## config.mk

```make
export PLATFORM = sky130hd
export DESIGN_NAME = writeback_unit
export DESIGN_NICKNAME = d
export VERILOG_FILES = /design/src/rtl/writeback_unit_pkg.sv /design/src/rtl/writeback_unit_scoreboard.sv /design/src/rtl/writeback_unit.sv
export SDC_FILE = /design/constraint.sdc
export NUM_CORES = 1
export LEC_CHECK = 0
export CORE_ASPECT_RATIO = 0.7
export CORE_MARGIN = 3
export CORE_UTILIZATION = 46
export CTS_CLUSTER_SIZE = 24
export DETAILED_ROUTE_END_ITERATION = 10
export GPL_TIMING_DRIVEN = 1
export HOLD_SLACK_MARGIN = 0.15
export PLACE_DENSITY = 0.84
export SLEW_MARGIN = 20
export SYNTH_ARGS = -nofsm -noshare
export SYNTH_HDL_FRONTEND = slang
export SYNTH_SLANG_ARGS = --single-unit
```

## constraint.sdc

```tcl
create_clock -name clock -period 3.2 [get_ports clock]
set_input_delay 0.64 -clock clock [delete_from_list [all_inputs] [get_ports clock]]
set_output_delay 0.64 -clock clock [all_outputs]
set_load 0.05 [all_outputs]
```

## src/rtl/writeback_unit_pkg.sv

```systemverilog
`default_nettype none
// ============================================================================
// Module      : writeback_unit_pkg
// Description : Shared processor constants and the writeback-select encoding.
// Revision    : 1.0 - initial release
// ============================================================================
package writeback_unit_pkg;

    localparam int DATA_WIDTH     = 32;
    localparam int NUM_REGS       = 32;
    localparam int REG_IDX_W      = 5;
    localparam int REG_IDX_SPACE  = 1 << REG_IDX_W;

    typedef enum logic [1:0] {
        WB_SEL_ALU     = 2'b00,
        WB_SEL_MEM     = 2'b01,
        WB_SEL_PC4     = 2'b10,
        WB_SEL_ALU_ALT = 2'b11
    } wb_sel_e;

endpackage
`default_nettype wire

```

## src/rtl/writeback_unit_scoreboard.sv

```systemverilog
`default_nettype none
// ============================================================================
// Module      : pendingScoreboard
// Description : Per-register pending-write counts, RAW hazard detect, error flag.
// Revision    : 1.0 - initial release
// ============================================================================
module pendingScoreboard #(
    parameter int NUM_REGS = writeback_unit_pkg::NUM_REGS
) (
    input  logic       clock,
    input  logic       reset,
    input  logic       issueValid,
    input  logic       issueRegWrite,
    input  logic [4:0] issueRd,
    input  logic [4:0] issueRs1,
    input  logic [4:0] issueRs2,
    input  logic       commitValid,
    input  logic [4:0] commitRd,
    output logic       hazardStall,
    output logic       scoreboardError
);
    import writeback_unit_pkg::*;

    logic [REG_IDX_SPACE-1:0] w_busy;
    logic [REG_IDX_SPACE-1:0] w_overflow;
    logic [REG_IDX_SPACE-1:0] w_underflow;
    logic                     w_accept;
    logic                     r_error;

    // A source still stalls in its commit cycle because the count only drops on that edge.
    assign hazardStall = issueValid &
                         (((issueRs1 != 5'd0) & w_busy[issueRs1]) |
                          ((issueRs2 != 5'd0) & w_busy[issueRs2]));

    assign w_accept = issueValid & ~hazardStall & issueRegWrite & (issueRd != 5'd0);

    for (genvar i = 0; i < REG_IDX_SPACE; i++) begin : g_reg
        if (i == 0 || i >= NUM_REGS) begin : g_none
            assign w_busy[i]      = 1'b0;
            assign w_overflow[i]  = 1'b0;
            assign w_underflow[i] = 1'b0;
        end else begin : g_cnt
            localparam logic [4:0] c_IDX = 5'(i);
            logic [1:0] r_cnt;
            logic       w_inc;
            logic       w_dec;

            assign w_inc = w_accept & (issueRd == c_IDX);
            assign w_dec = commitValid & (commitRd == c_IDX);

            assign w_busy[i]      = (r_cnt != 2'd0);
            assign w_overflow[i]  = w_inc & ~w_dec & (r_cnt == 2'd3);
            assign w_underflow[i] = w_dec & ~w_inc & (r_cnt == 2'd0);

            always_ff @(posedge clock) begin
                if (reset) begin
                    r_cnt <= 2'd0;
                end else if (w_inc && !w_dec && r_cnt != 2'd3) begin
                    r_cnt <= r_cnt + 2'd1;
                end else if (w_dec && !w_inc && r_cnt != 2'd0) begin
                    r_cnt <= r_cnt - 2'd1;
                end
            end
        end
    end

    always_ff @(posedge clock) begin
        if (reset) begin
            r_error <= 1'b0;
        end else if ((|w_overflow) || (|w_underflow)) begin
            r_error <= 1'b1;
        end
    end

    assign scoreboardError = r_error;

endmodule
`default_nettype wire

```

## src/rtl/writeback_unit.sv

```systemverilog
`default_nettype none
// ============================================================================
// Module      : writeback_unit
// Description : Writeback stage: result select, WB register, retire counter, scoreboard.
// Revision    : 1.0 - initial release
// ============================================================================
module writeback_unit #(
    parameter int DATA_WIDTH = writeback_unit_pkg::DATA_WIDTH,
    parameter int NUM_REGS   = writeback_unit_pkg::NUM_REGS
) (
    input  logic                  clock,
    input  logic                  reset,
    input  logic                  issueValid,
    input  logic                  issueRegWrite,
    input  logic [4:0]            issueRd,
    input  logic [4:0]            issueRs1,
    input  logic [4:0]            issueRs2,
    output logic                  hazardStall,
    input  logic                  memValid,
    input  logic                  memRegWrite,
    input  logic [4:0]            memRd,
    input  logic [1:0]            memWbSel,
    input  logic [DATA_WIDTH-1:0] memAluResult,
    input  logic [DATA_WIDTH-1:0] memReadData,
    input  logic [DATA_WIDTH-1:0] memPcPlus4,
    output logic                  registerWrite,
    output logic [4:0]            writeRd,
    output logic [DATA_WIDTH-1:0] writeData,
    output logic [31:0]           retireCount,
    output logic                  scoreboardError
);
    import writeback_unit_pkg::*;

    logic [DATA_WIDTH-1:0] w_result;
    logic                  r_wb_valid;
    logic                  r_wb_reg_write;
    logic [4:0]            r_write_rd;
    logic [DATA_WIDTH-1:0] r_write_data;
    logic [31:0]           r_retire;

    always_comb begin
        w_result = memAluResult;
        case (wb_sel_e'(memWbSel))
            WB_SEL_ALU:     w_result = memAluResult;
            WB_SEL_MEM:     w_result = memReadData;
            WB_SEL_PC4:     w_result = memPcPlus4;
            WB_SEL_ALU_ALT: w_result = memAluResult;
            default:        w_result = memAluResult;
        endcase
    end

    // Destination and data hold across bubbles; only the valid bit drops.
    always_ff @(posedge clock) begin
        if (reset) begin
            r_wb_valid     <= 1'b0;
            r_wb_reg_write <= 1'b0;
            r_write_rd     <= 5'd0;
            r_write_data   <= '0;
            r_retire       <= 32'd0;
        end else begin
            r_wb_valid <= memValid;
            if (memValid) begin
                r_wb_reg_write <= memRegWrite;
                r_write_rd     <= memRd;
                r_write_data   <= w_result;
            end
            if (r_wb_valid) begin
                r_retire <= r_retire + 32'd1;
            end
        end
    end

    assign registerWrite = r_wb_valid & r_wb_reg_write & (r_write_rd != 5'd0) & ~reset;
    assign writeRd       = r_write_rd;
    assign writeData     = r_write_data;
    assign retireCount   = r_retire;

    pendingScoreboard #(
        .NUM_REGS (NUM_REGS)
    ) u_scoreboard (
        .clock           (clock),
        .reset           (reset),
        .issueValid      (issueValid),
        .issueRegWrite   (issueRegWrite),
        .issueRd         (issueRd),
        .issueRs1        (issueRs1),
        .issueRs2        (issueRs2),
        .commitValid     (registerWrite),
        .commitRd        (r_write_rd),
        .hazardStall     (hazardStall),
        .scoreboardError (scoreboardError)
    );

endmodule
`default_nettype wire

```

==> metrics.cfg <==
[die]
die_area_um2 = 20300
floorplan.initialDensity_pct = 47.1
dieHeight_um = 120
placeableCoreArea_um2 = 18100
ios = 196
die_w_um = 169
rows = 41

[sta]
fin_hold_ws_ns = 0.437
fin_crit_sh_pct = 105
slew_headroom_pct = 36.9
tightest_slew_ns = 0.946
count_of_endpoints_failing_hold_in_the_final_timing_report = 0
worst_slack_ns = -0.145
rsz0062_at_grt = true
setup-violations-final = 6
maxClockFrequency_ghz = 0.299
final-max-slew-violation-count = 0
layout_min_cycle_time_ns = 3.34
skew_ns = 0.00757

[pwr]
pint_w = 0.00341
combinationalPowerShare_pct = 18.2
clock_network_power_share_pct = 45.0
total_leakage_power_nw = 4.92
irDropWorstVdd_uv = 332
p_sw_w = 0.00128
sequentialPowerShare_pct = 36.9
netSwitchingFraction_pct = 27.3
cellPowerDensity_nw_per_um2 = 358

[final_layout]
drive_gt1_share_pct = 21.7
finalNonFillerCells = 1773
num_antenna_cells = 0
flow.area_growth_from_synthesis_pct = 53.5
nNetsFinal = 1651

[status]
result_of_the_run = finished with violations
violations_in_the_final_reports = negative setup slack

[clocking]
cts-buffers-inserted = 17
cts_root_buffer = sky130_fd_sc_hd__clkbuf_16
cts.reportedPaths.clkPinSlew_ns = 0.06
cts_max_path_buffers = 2
clock_sink_count = 134
tritoncts = built
clkLatencyLatePin_ns = 0.42
htree_num_levels = 4

[synthesis]
synth.ff_latch_count = 134
synth.yosys.warnings = 0
async_flop_share_pct = 0
yosys-top-cells-count = sky130_fd_sc_hd__nor2_1 (159), sky130_fd_sc_hd__nand2_1 (154), sky130_fd_sc_hd__dfxtp_1 (134)
postSynthNetCount = 1292
number_of_different_library_cells_in_the_post_synthesis_netlist = 73
synth_most_common_cell = sky130_fd_sc_hd__nor2_1
prevailing_post_synth_register_cell = sky130_fd_sc_hd__dfxtp_1
post_synth_main_area_contributors = sky130_fd_sc_hd__dfxtp_1 (31%), sky130_fd_sc_hd__o21ai_0 (7.2%), sky130_fd_sc_hd__nor2_1 (7.0%), sky130_fd_sc_hd__nand2_1 (6.8%), sky130_fd_sc_hd__mux2i_1 (5.0%)
syn_area_per_cell_um2 = 7.33
synth_edf_count = 0
synthDominantAreaCellType = sky130_fd_sc_hd__dfxtp_1
synth.yosys.seq_area_share_pct = 31.4
syn-cell-area_um2 = 8540
netlist.area_leader.share_pct = 31.4
netlist_instances = 1165

[detailed_routing]
post-route-drc-count = 0
routed_wl_um = 33800
post_drt_wl_per_cell_um = 19.1
drt_first_iter_violations = 1278
detail-route-antenna-nets = 0
vias_per_cell = 6.00
first_pass_iters = 7
detailroute.via_count = 10600

[worst_setup_path]
timing.critical_path.fanout_max = 6
crit-reg2reg-capture = u_scoreboard.scoreboardError$_SDFFE_PP0P_
critical_path.endpoint_type = register
timing.critical_path.required_ns = 3.49
setup.worst_path.start_class = register
timing.critical_path.arrival_ns = 3.63
rr_startpoint = u_scoreboard.g_reg[5].g_cnt.r_cnt[1]$_SDFFE_PP0P_
timing.reg2reg.worst_path_depth = 12
setup.worst_path.class = reg2reg
reg2reg_setup_slack_ns = -0.14

[place]
place.gp.congestion = 1.08
placement.io_buffers = 195
post_detail_place_hpwl_um = 25600
placed_cells_incl_taps = 1726

[global_routing]
grt_first_pass_wirelength_um = 51600
grt_overflow_total = 0
grt.met3_usage_pct = 10.4
grt_start_max_net_pins = 91
met1_usage_pct = 44.0
number_of_antenna_violations_at_the_first_check_in_global_routing = 0
global_route.peak_usage_layer = met2
grt_pass1_vias = 9855
global_router_s_overall_resource_usage_pct = 31.8
gr-usage-met2_pct = 47.6

[worst_hold_path]
worstHoldEndpoint = r_wb_valid$_SDFF_PP0_
worstHoldPathCells = 2
timing.hold.worst.start = reset
hold_path_class = in2reg

[job]
timing.max_cap.violations = 0

[how the worst max path moves through the flow]
stage	startpoint	to	slack, ns	depth (start not counted)
final	u_scoreboard.g_reg[5].g_cnt.r_cnt[1]$_SDFFE_PP0P_	u_scoreboard.scoreboardError$_SDFFE_PP0P_	-0.14	12
after global routing	issueRs2[0]	u_scoreboard.scoreboardError$_SDFFE_PP0P_	-0.13	14
after CTS	issueRs2[0]	hazardStall	-0.06	10
after detailed placement	issueRs2[0]	u_scoreboard.scoreboardError$_SDFFE_PP0P_	-0.88	14
after global placement	issueRs2[0]	u_scoreboard.scoreboardError$_SDFFE_PP0P_	-0.79	14
after floorplan	issueRs2[0]	hazardStall	-0.12	9
[metal layers]
layer | vias up | share of wire (%)
li1 | 4940 | -
met1 | 4940 | 42
met2 | 679 | 44
met3 | 84 | 13
met4 | 0 | 2.1
met5 | - | 0
[worst max-delay path, cell delays in order, from the launching register on]
cell                        delay (ns)
sky130_fd_sc_hd__dfxtp_1          0.31
sky130_fd_sc_hd__nor2_1           0.54
sky130_fd_sc_hd__mux4_2           0.41
sky130_fd_sc_hd__a2111oi_4        0.07
sky130_fd_sc_hd__buf_4            0.16
sky130_fd_sc_hd__nor3_4           0.24
sky130_fd_sc_hd__nand3_2          0.17
sky130_fd_sc_hd__buf_6            0.18
sky130_fd_sc_hd__o211ai_1         0.29
sky130_fd_sc_hd__o311ai_0         0.26
sky130_fd_sc_hd__nor4_2           0.32
sky130_fd_sc_hd__buf_4            0.16
sky130_fd_sc_hd__a41oi_2          0.07
[layout make-up]
class	count	area, um2
Clock buffer	19	433
Clock inverter	13	196
Fill cell	1405	5000
Inverter	23	93.8
Multi-Input combinational cell	934	5710
Sequential cell	134	2700
Tap cell	236	295
Timing Repair Buffer	414	3680
[cell families (layout without fill, tap and decap cells)]
group / after synthesis / count (layout) / share of synthesized area (%)
and+or+nand+nor: 526 / 526 / 29.6
adders and majority gates: 3 / 3 / 0.440
buffers and inverters: 97 / 469 / 4.51
muxes: 55 / 55 / 7.68
DFF: 134 / 134 / 31.4
AOI/OAI and AO/OA: 321 / 321 / 23.4
xor gates and xnor gates: 29 / 29 / 2.98
[flip-flops by register name (all words and copies together), names as in the netlist]
name and cells:
r_wb_reg_write 1, r_wb_valid 1, retireCount 32, u_scoreboard.g.g_cnt.r_cnt 62, u_scoreboard.scoreboardError 1, writeData 32, writeRd 5
[power by group through the flow]
stage	clock [W]	sequential [W]	combinational [W]
after floorplan	0	0.00188	0.000295
after CTS	0.00213	0.00173	0.000817
after global routing	0.00220	0.00174	0.000897
after detailed placement	0	0.00177	0.000794
after global placement	0	0.00177	0.000779
final	0.00211	0.00173	0.000852
[metrics by stage]
stage / cell area (um2) / utilization [%] / worst slack, ns / power [W] / setup TNS (ns)
5_1_grt: 13100 / 72.4 / -0.134 / 0.00484 / -0.424
2_1_floorplan: 8590 / - / -0.120 / 0.00217 / -0.237
3_3_place_gp: 12100 / 66.7 / -0.789 / 0.00254 / -23.89
4_1_cts: 12900 / 71.1 / -0.0629 / 0.00468 / -0.123
3_5_place_dp: 12100 / 66.7 / -0.883 / 0.00256 / -29.14
6_report: 13100 / 72.4 / -0.145 / 0.00470 / -0.326
[layout by cell type (no fill, tap or decap), types with 5 or more instances in the layout]
| cell | netlist | layout |
|---|---|---|
| sky130_fd_sc_hd__clkbuf_16 | 0 | 17 |
| sky130_fd_sc_hd__xor2_1 | 23 | 23 |
| sky130_fd_sc_hd__buf_12 | 0 | 5 |
| sky130_fd_sc_hd__a22oi_1 | 36 | 35 |
| sky130_fd_sc_hd__nand2_1 | 154 | 154 |
| sky130_fd_sc_hd__xnor2_1 | 6 | 6 |
| sky130_fd_sc_hd__mux4_2 | 8 | 8 |
| sky130_fd_sc_hd__o211ai_1 | 6 | 6 |
| sky130_fd_sc_hd__nor2_1 | 159 | 154 |
| sky130_fd_sc_hd__o21ai_0 | 122 | 116 |
| sky130_fd_sc_hd__o31ai_2 | 0 | 5 |
| sky130_fd_sc_hd__clkdlybuf4s50_1 | 0 | 184 |
| sky130_fd_sc_hd__inv_1 | 22 | 22 |
| sky130_fd_sc_hd__a31oi_1 | 21 | 21 |
| sky130_fd_sc_hd__mux2i_1 | 43 | 43 |
| sky130_fd_sc_hd__or4_1 | 8 | 6 |
| sky130_fd_sc_hd__buf_6 | 0 | 8 |
| sky130_fd_sc_hd__nor2_2 | 0 | 5 |
| sky130_fd_sc_hd__or2_2 | 11 | 11 |
| sky130_fd_sc_hd__and3_1 | 12 | 12 |
| sky130_fd_sc_hd__o31ai_1 | 13 | 7 |
| sky130_fd_sc_hd__nand2b_1 | 21 | 21 |
| sky130_fd_sc_hd__nor3_1 | 37 | 34 |
| sky130_fd_sc_hd__nor4_1 | 13 | 9 |
| sky130_fd_sc_hd__dfxtp_1 | 134 | 125 |
| sky130_fd_sc_hd__nor3b_1 | 10 | 9 |
| sky130_fd_sc_hd__o21ai_1 | 0 | 5 |
| sky130_fd_sc_hd__nand3b_1 | 16 | 16 |
| sky130_fd_sc_hd__dfxtp_2 | 0 | 8 |
| sky130_fd_sc_hd__or3_1 | 9 | 9 |
| sky130_fd_sc_hd__nand3_1 | 39 | 37 |
| sky130_fd_sc_hd__a21oi_1 | 58 | 57 |
| sky130_fd_sc_hd__o32ai_1 | 6 | 6 |
| sky130_fd_sc_hd__nand4_1 | 12 | 12 |
| sky130_fd_sc_hd__o21a_1 | 7 | 7 |
| sky130_fd_sc_hd__buf_4 | 1 | 208 |
| sky130_fd_sc_hd__a41oi_1 | 6 | 5 |
[repair_timing]
item / in CTS / in global routing
setup endpoints to repair: 37 / 55
setup buffers: 8 / 7
hold buffers: 0 / 0
resized for setup: 31 / 54
pin swaps: 9 / 19
cloned: 0 / 1
No activity file was read; power rests on OpenSTA's default activity.
==> RTL change (same settings) <==
Set the package constant `DATA_WIDTH` to 16 (it was 32).
--- a/src/rtl/writeback_unit_pkg.sv
+++ b/src/rtl/writeback_unit_pkg.sv
@@ -8,3 +8,3 @@
 
-    localparam int DATA_WIDTH     = 32;
+    localparam int DATA_WIDTH     = 16;
     localparam int NUM_REGS       = 32;
Ports: changed (resized memAluResult, memPcPlus4, memReadData and writeData); port bits go from 196 to 132. The function was not compared with the original's and may differ.
==> RTL change against the unedited design <==
- the flow still finishes with violations (setup timing)
- final area is 5.3% lower
- sequential cell count is 16 lower
- clock skew is 0.0020 ns higher
- total power is 13% lower
- synthesized area is 6.3% lower
- setup slack better by 0.0017 ns
- combinational power is 8.6% lower
- fmax hardly changed
- sequential power is 13% lower
- wire length is 4.1% higher
- critical endpoint unchanged
- largest cell class unchanged
==> RTL change: results (changes against the unedited design) <==
The worst-margin pin slew was 0.946 ns (about the same). The count of endpoints failing setup in the final report came out at 9 (was 6). The minimum hold slack was 0.483 ns (was 0.437 ns). Violations in the final reports: setup timing (unchanged). The violation count after the first detailed-routing iteration came out at 1319 (was 1278).

The number of setup buffers added after CTS is 15 (was 8). The setup TNS came out at -0.518 ns (was -0.326 ns). Top cells by area in the synthesized netlist: sky130_fd_sc_hd__dfxtp_1 (30%), sky130_fd_sc_hd__nor2_1 (6.6%), sky130_fd_sc_hd__nand2_1 (6.0%) (was sky130_fd_sc_hd__dfxtp_1 (31%), sky130_fd_sc_hd__o21ai_0 (7.2%), sky130_fd_sc_hd__nor2_1 (7.0%)). The placed instance count is 1635 (was 1726). Outcome: finished, violations left (unchanged). The via count normalized by instance count is 6.16 (was 6.00). The met3 track demand over resource is 10.3% (was 10.4%).

The met1 layer usage reported by global route came out at 49.2% (was 44.0%). The initial antenna violation count came to 1 (was 0). The detailed placement HPWL came out at 26100 um (was 25600 um).

The largest net degree at the start of global routing came out at 92 (was 91). The wire length after detailed routing is 35200 um (was 33800 um). The fraction of layout instances using a drive strength above 1 is 26.3% (was 21.7%).

The sequential element share of the synthesized area is 29.5% (was 31.4%). The internal reg-to-reg setup slack came to -0.12 ns (was -0.14 ns). The all-layer global routing usage is 36.4% (was 31.8%). The minimum setup slack in the final design was -0.143 ns (was -0.145 ns).

The launch instance of the worst register-to-register path is u_scoreboard.g_reg[17].g_cnt.r_cnt[0]$_SDFFE_PP0P_ (was u_scoreboard.g_reg[5].g_cnt.r_cnt[1]$_SDFFE_PP0P_). The terminating pin of the worst hold path is u_scoreboard.g_reg[17].g_cnt.r_cnt[1]$_SDFFE_PP0P_ (was r_wb_valid$_SDFF_PP0_). The number of non-filler instances in the completed layout came out at 1696 (was 1773).

The worst setup skew after layout came out at 0.00956 ns (was 0.00757 ns).
==> RTL change: final cells by class <==
class                      count  area [um2]
clock inverter                13        96.3
inverter                      17        63.8
clock buffer                  19         453
timing repair buffer         386        3430
multi-input combinational    918        5720
sequential                   118        2370
tap                          225         282
fill                        1309        4280
==> RTL change: worst max path at each step <==
stage                                                             startpoint                                        end  slack (ns)  depth (start not counted)
after global placement                                           issueRs1[1]  u_scoreboard.scoreboardError$_SDFFE_PP0P_       -0.80                         13
after floorplan                                                  issueRs2[1]  u_scoreboard.scoreboardError$_SDFFE_PP0P_        0.01                         12
after global routing                                             issueRs1[2]  u_scoreboard.scoreboardError$_SDFFE_PP0P_       -0.20                         15
after CTS                 u_scoreboard.g_reg[17].g_cnt.r_cnt[0]$_SDFFE_PP0P_                                hazardStall        -0.1                          9
after detailed placement                                         issueRs2[0]  u_scoreboard.scoreboardError$_SDFFE_PP0P_       -0.85                         13
final                                                            issueRs1[2]  u_scoreboard.scoreboardError$_SDFFE_PP0P_       -0.14                         13
==> RTL change: routing by layer <==
layer / part of all wire, % / up-vias
met1: 42 / 4931
met5: 0 / -
met4: 3.7 / 0
li1: - / 4784
met3: 11 / 109
met2: 43 / 619
==> RTL change: cells by family after synthesis <==
group	Yosys count	synth area share (%)
and+or+nand+nor	573	35.6
AOI/OAI and AO/OA	280	21.6
DFF	118	29.5
buffers and inverters	89	4.57
muxes	38	5.62
xor gates and xnor gates	24	2.63
adders and majority gates	3	0.469
==> RTL change: where the power goes <==
part	switching [mW]	total, mW	internal (mW)
Sequential	0.0225	1.51	1.49
Combinational	0.417	0.779	0.362
Clock	0.764	1.80	1.03
Total	1.20	4.09	2.89
